$ cat src/rtl/trivium_pkg.sv
// Shared types and widths for the Trivium host controller and its keystream core.
package trivium_pkg;

    localparam int KEY_W       = 80;
    localparam int IV_W        = 80;
    localparam int KS_W        = 128;
    localparam int INIT_ROUNDS = 1152;
    localparam int WDOG_W      = 11;

    typedef enum logic [2:0] {
        S_IDLE  = 3'd0,
        S_KEY   = 3'd1,
        S_KWAIT = 3'd2,
        S_IV    = 3'd3,
        S_DWAIT = 3'd4,
        S_OUT   = 3'd5
    } state_e;

    // States in which the watchdog is allowed to run.
    function automatic logic is_wait_state(input state_e s);
        return (s == S_KWAIT) || (s == S_IV) || (s == S_DWAIT);
    endfunction

endpackage

$ cat src/rtl/trivium_wdog.sv
// Clearable timeout counter; flags expiry on the cycle whose edge would reach the limit.
module trivium_wdog
    import trivium_pkg::*;
(
    input  logic              i_clk,
    input  logic              i_rst_n,
    input  logic              i_clr,
    input  logic              i_en,
    input  logic [WDOG_W-1:0] i_limit,
    output logic              o_expired
);

    logic [WDOG_W-1:0] r_cnt;

    always_ff @(posedge i_clk or negedge i_rst_n) begin
        if (!i_rst_n) begin
            r_cnt <= '0;
        end else if (i_clr) begin
            r_cnt <= '0;
        end else if (i_en && (r_cnt != i_limit)) begin
            r_cnt <= r_cnt + 1'b1;
        end
    end

    // Independent of i_clr so the FSM can use it to pick the next state without a loop.
    assign o_expired = i_en && (r_cnt == (i_limit - 1'b1));

endmodule

$ cat src/rtl/trivium_host_ctrl.sv
// Host-side initiator for the Trivium core: key/IV load sequencing, keystream XOR, result hold.
// state   | meaning
// IDLE    | waiting for Start
// KEY     | CoreKrdy strobe
// KWAIT   | waiting for CoreKvld
// IV      | waiting for CoreBSY=0, then CoreDrdy strobe
// DWAIT   | waiting for CoreDvld
// OUT     | Result held until Rrdy
module trivium_host_ctrl
    import trivium_pkg::*;
#(
    parameter int TMO = 2047
) (
    input  logic            CLK,
    input  logic            RSTn,
    input  logic [KEY_W-1:0] Key,
    input  logic [IV_W-1:0]  IV,
    input  logic [KS_W-1:0]  Data,
    input  logic            NewKey,
    input  logic            Start,
    output logic            Busy,
    output logic [KS_W-1:0]  Result,
    output logic            Rvld,
    input  logic            Rrdy,
    output logic            Err,
    output logic [KEY_W-1:0] CoreKin,
    output logic [IV_W-1:0]  CoreDin,
    output logic            CoreKrdy,
    output logic            CoreDrdy,
    output logic            CoreEncDec,
    output logic            CoreEN,
    input  logic [KS_W-1:0]  CoreDout,
    input  logic            CoreBSY,
    input  logic            CoreKvld,
    input  logic            CoreDvld
);

    state_e            r_state;
    state_e            w_state_nxt;
    logic              r_key_loaded;
    logic [KEY_W-1:0]  r_key;
    logic [IV_W-1:0]   r_iv;
    logic [KS_W-1:0]   r_data;
    logic [KS_W-1:0]   r_result;
    logic              r_busy;
    logic              r_rvld;
    logic              r_err;
    logic              r_krdy;
    logic              r_drdy;
    logic              r_en;

    logic              w_accept;
    logic              w_expired;
    logic              w_wd_clr;
    logic              w_wd_en;
    logic              w_busy_nxt;
    logic              w_krdy_nxt;
    logic              w_drdy_nxt;
    logic              w_err_nxt;

    assign w_accept = (r_state == S_IDLE) && Start;
    assign w_wd_clr = (w_state_nxt != r_state);
    assign w_wd_en  = is_wait_state(r_state);

    trivium_wdog u_wdog (
        .i_clk     (CLK),
        .i_rst_n   (RSTn),
        .i_clr     (w_wd_clr),
        .i_en      (w_wd_en),
        .i_limit   (WDOG_W'(TMO)),
        .o_expired (w_expired)
    );

    always_ff @(posedge CLK or negedge RSTn) begin
        if (!RSTn) begin
            r_state <= S_IDLE;
        end else begin
            r_state <= w_state_nxt;
        end
    end

    always_comb begin
        w_state_nxt = r_state;
        unique case (r_state)
            S_IDLE: begin
                if (Start) begin
                    w_state_nxt = (NewKey || !r_key_loaded) ? S_KEY : S_IV;
                end
            end
            S_KEY: w_state_nxt = S_KWAIT;
            S_KWAIT: begin
                if (w_expired)     w_state_nxt = S_IDLE;
                else if (CoreKvld) w_state_nxt = S_IV;
            end
            S_IV: begin
                // r_drdy high means the strobe has just been issued this cycle.
                if (w_expired)   w_state_nxt = S_IDLE;
                else if (r_drdy) w_state_nxt = S_DWAIT;
            end
            S_DWAIT: begin
                if (w_expired)     w_state_nxt = S_IDLE;
                else if (CoreDvld) w_state_nxt = S_OUT;
            end
            S_OUT: begin
                if (Rrdy) w_state_nxt = S_IDLE;
            end
            default: w_state_nxt = S_IDLE;
        endcase
    end

    // Next values of the registered outputs, derived from the upcoming state.
    always_comb begin
        w_busy_nxt = (w_state_nxt != S_IDLE);
        w_krdy_nxt = (w_state_nxt == S_KEY);
        w_drdy_nxt = (w_state_nxt == S_IV) && !CoreBSY;
        w_err_nxt  = w_expired;
    end

    always_ff @(posedge CLK or negedge RSTn) begin
        if (!RSTn) begin
            r_key_loaded <= 1'b0;
            r_key        <= '0;
            r_iv         <= '0;
            r_data       <= '0;
            r_result     <= '0;
            r_busy       <= 1'b0;
            r_rvld       <= 1'b0;
            r_err        <= 1'b0;
            r_krdy       <= 1'b0;
            r_drdy       <= 1'b0;
            r_en         <= 1'b0;
        end else begin
            r_en   <= 1'b1;
            r_busy <= w_busy_nxt;
            r_krdy <= w_krdy_nxt;
            r_drdy <= w_drdy_nxt;
            r_err  <= w_err_nxt;

            if (w_accept) begin
                r_key  <= Key;
                r_iv   <= IV;
                r_data <= Data;
            end

            if (w_expired) begin
                r_key_loaded <= 1'b0;
            end else if ((r_state == S_KWAIT) && CoreKvld) begin
                r_key_loaded <= 1'b1;
            end

            if ((r_state == S_DWAIT) && CoreDvld && !w_expired) begin
                r_result <= r_data ^ CoreDout;
                r_rvld   <= 1'b1;
            end else if ((r_state == S_OUT) && Rrdy) begin
                r_rvld <= 1'b0;
            end
        end
    end

    assign Busy       = r_busy;
    assign Result     = r_result;
    assign Rvld       = r_rvld;
    assign Err        = r_err;
    assign CoreKin    = r_key;
    assign CoreDin    = r_iv;
    assign CoreKrdy   = r_krdy;
    assign CoreDrdy   = r_drdy;
    assign CoreEncDec = 1'b0;
    assign CoreEN     = r_en;

endmodule

$ cat config.mk
export PLATFORM = sky130hd
export DESIGN_NAME = trivium_host_ctrl
export DESIGN_NICKNAME = d
export VERILOG_FILES = /design/src/rtl/trivium_pkg.sv /design/src/rtl/trivium_wdog.sv /design/src/rtl/trivium_host_ctrl.sv
export SDC_FILE = /design/constraint.sdc
export NUM_CORES = 1
export LEC_CHECK = 0
export ABC_AREA = 1
export CORE_AREA = 2 2 283 285
export CTS_CLUSTER_SIZE = 24
export DETAILED_ROUTE_END_ITERATION = 8
export DIE_AREA = 0 0 285 287
export GPL_TIMING_DRIVEN = 0
export MAX_ROUTING_LAYER = met4
export SETUP_SLACK_MARGIN = 0.5
export SKIP_LAST_GASP = 1
export SYNTH_ARGS = -nofsm -noshare
export SYNTH_HDL_FRONTEND = slang
export SYNTH_SLANG_ARGS = --single-unit
$ cat constraint.sdc
create_clock -name CLK -period 1.9 [get_ports CLK]
set_clock_uncertainty 0.05 [all_clocks]
set_input_delay 0.19 -clock CLK [delete_from_list [all_inputs] [get_ports CLK]]
set_output_delay 0.19 -clock CLK [all_outputs]
set_load 0.03 [all_outputs]
==> summary.md <==
| Metric | Value |
|---|---|
| Tmin final | 1874 ps |
| Setup Viol. Count Final | 0 |
| Kind of critical path | reg2reg |
| Synth Area in XOR/XNOR | 0.06694 |
| Io pins | 719 |
| Most common cell after layout, fill and taps aside | nand2_1 |
| Net count, final | around 3200 |
| Most frequent cells in the layout | nand2_1, dfrtp_1, clkdlybuf4s50_1 |
| CTS tree | yes |
| RSZ-0062 raised after global routing | true |
| Worst-Skew Late Latency | 590 ps |
| Synth Area in Simple Gates | 0.2354 |
| Family with the most delay on the worst path | simple AND/OR/NAND/NOR gates |
| Remaining DRCs | 0 |
| Crit path largest cell delay | 420 ps |
| Net Count, Synth | between 2000 and 2500 |
| Antenna viol nets, final | 0 |
| Synth Cell Area | around 18000 µm² |
| DRT iter0 DRCs | 911 |
| Vias per std cell | between 4 and 5 |
| Post-DP HPWL | approximately 55000 µm |
| Synth Area in Adders | 0.001427 |
| Avg Inst Size Synth | 9.213 µm² |
| WL final | around 76000 µm |
| Routed length per instance | 19.81 µm |
| Final worst-path cycle share | 0.9865 |
| CP Capture Type | flop |
| Proportion of layout cells with a drive suffix above 1 | 0.1459 |
| Worst Hold Class | in2async |
| Syn Inst Count | 1903 |
| Max-cap violations | 0 |
| Largest net degree at the start of global routing | 107 |
| FP Rows | 103 |
| Clock Path Buffers | 3 |
| Crit path buf inv count | 5 |
| Die width | between 200 and 300 µm |
| Yosys warning count | 0 |
| Vias in the first global route | 16200 |
| Die height | 287 µm |
| Crit path launch type | flop |
| Final Cell Area | 30410 µm² |
| Filler instances | 7854 |
| Port bufs | just over 700 |
| Slowest cell on the critical path | dfrtp_1 |
| Clock transition at path regs | approximately 60 ps |
| # H-tree levels | 2 |
| P per Cell Area | 1464 nW/µm² |
| Crit-path cells | buf_4 -> inv_4 -> nor2_4 -> inv_2 -> nand2_4 -> nand3_4 -> buf_4 -> nand2_1 -> o21a_1 -> nor2_2 -> nand2_4 -> clkbuf_16 -> nor2_2 |
| Peak Freq | 533.5 MHz |
| First-pass DRT Iterations | 5 |
| Grt total ovfl | 0 |
| PnR Total Power | 0.04451 W |
| Compound-cell area share of the yosys netlist | 0.03968 |
| Synth unique cells | 29 |
| CTS buffer count | 53 |
| Final slew viol count | 0 |
| LEAKAGE | 15.18 nW |
| Worst Max-Slew Pin Slew | ~760 ps |
| Clk root buf | clkbuf_16 |
| First-pass GRT wire length | 106600 µm |
| Hold Fails Final Rpt | 333 |
| Placed Instance Area | about 26000 µm² |
| Failing checks | hold timing |
| Overall routing resource usage | 0.1808 |
| Core Region | 78610 µm² |
| Worst EP arrival | 2340 ps |
| Post-synthesis register bit count | 437 |
| Crit-path max FO | 5 |
| Sequential share of the synthesized area | 0.6237 |
| Critical path data required time | 2370 ps |
| R2R setup slack | ~26 ps |
| Peak VDD IR | 1066 µV |
| Initial antenna violation count | 16 |
| Vias | 15830 |
| Slew HR | 0.4905 |
| CTS sink count | around 440 |
| Die area | about 82000 µm² |
| FF/Latch Area | 10940 µm² |
| Area Growth Syn to Fin | 73.42% |
| Mux contribution to synthesized area | 0 |
| Area of the multi-input gates | 6474 µm² |
| Initial Util | 0.2230 |
| Gp weighted congestion | around 0.86 |
| Fin Hold WS | -558.4 ps |
| Outcome | finished, violations left |
| Combinational family with the most area after synthesis | simple AND/OR/NAND/NOR gates |
power by group:
group          internal [W]  total, W  switching, W
registers            0.0129    0.0151       0.00220
logic               0.00766    0.0190        0.0114
clock network       0.00620    0.0104       0.00422
layer usage:
layer | global-route usage | wire length, µm | part of all wire | up-vias
met2 | 0.2942 | 36740 | 0.48 | 596
met1 | 0.2097 | 30640 | 0.40 | 7468
li1 | - | - | - | 7607
met4 | 0.07212 | 3092 | 0.040 | 0
met3 | 0.05286 | 6020 | 0.079 | 155
met5 | - | 0 | 0 | -
path summary, 6_finish.rpt:
| check | depth (start not counted) | to | startpoint |
|---|---|---|---|
| setup / recovery | 13 | u_wdog.r_cnt[9] | r_state[1] |
| hold / removal | 1 | Result[79] | RSTn |
| setup reg to reg | 13 | u_wdog.r_cnt[9] | r_state[1] |
| hold reg to reg | 2 | CoreKin[78] | CoreKin[78] |
| max in group asynchronous | 3 | CoreDin[64] | RSTn |
| min in group CLK | 3 | CoreDin[46] | IV[46] |
sequential cells by signal, indices dropped and copies added, names as in the netlist:
register      cells
CoreKrdy          1
Err               1
Busy              1
CoreKin          80
Rvld              1
u_wdog.r_cnt     11
CoreDrdy          1
CoreEN            1
r_key_loaded      1
r_data          128
r_state           3
CoreDin          80
Result          128
cell usage after synthesis:
library cell / number / area (µm²)
buf_6: 2 / 22.52
ha_1: 2 / 25.02
buf_2: 71 / 355.3
nand3_2: 1 / 10.01
nand3b_1: 2 / 15.01
a21oi_1: 4 / 20.02
buf_4: 7 / 52.55
o21bai_1: 1 / 7.510
nand3_4: 1 / 17.52
xor2_1: 4 / 35.03
nand3_1: 9 / 45.04
nand2_4: 1 / 11.26
clkbuf_1: 14 / 52.55
o21a_1: 1 / 7.510
xnor2_1: 130 / 1139
o21ai_0: 132 / 660.6
nand2_2: 3 / 18.77
nor3_1: 1 / 5.000
nand4_1: 3 / 18.77
nor2_4: 1 / 11.26
inv_1: 17 / 63.81
nand2_1: 1022 / 3836
inv_2: 4 / 15.01
inv_4: 1 / 6.260
conb_1: 2 / 7.510
nor3_2: 1 / 10.01
nor2_1: 21 / 78.83
nor2_2: 8 / 50.05
dfrtp_1: 437 / 10940
logic make-up after synthesis:
kind of cell,after synthesis
fa+ha+maj,2
compound gates,138
flops,437
simple gates,1074
other cells,2
buf+inv,116
xor+xnor,134
metrics by stage:
stage	TNS (ps)	hold WS, ps	setup slack (ps)	util	std cells
5_1_grt	-1919	-567.1	-52.22	0.3868	3862
2_1_floorplan	0	-155.6	319.1	-	1903
4_1_cts	0	-600.5	57.62	0.3679	3814
3_5_place_dp	-109890	60.14	-732.1	0.3370	3674
6_report	0	-558.4	25.58	0.3868	3862
3_3_place_gp	-8927940	402.8	-22020	0.3356	3670
layout make-up:
cell class | instances | share of cell area
diodes | 8 | 0.0006584
plain buffers | 94 | 0.04436
clock buffers | 80 | 0.05131
clock inverters | 17 | 0.006831
inverters | 22 | 0.003333
multi-input cells | 1350 | 0.2129
flip-flops and latches | 437 | 0.3597
well taps | 1050 | 0.04321
repair buffers | 804 | 0.2777
what timing repair did:
item                                   CTS  global route
endpoints found under the hold margin  333           268
pin swaps                                6            10
setup endpoints to repair              726           729
gates resized for setup                409           306
cloned                                  11            29
buffers inserted                        32            11
Note: power is estimated with default switching activity, not from simulation.
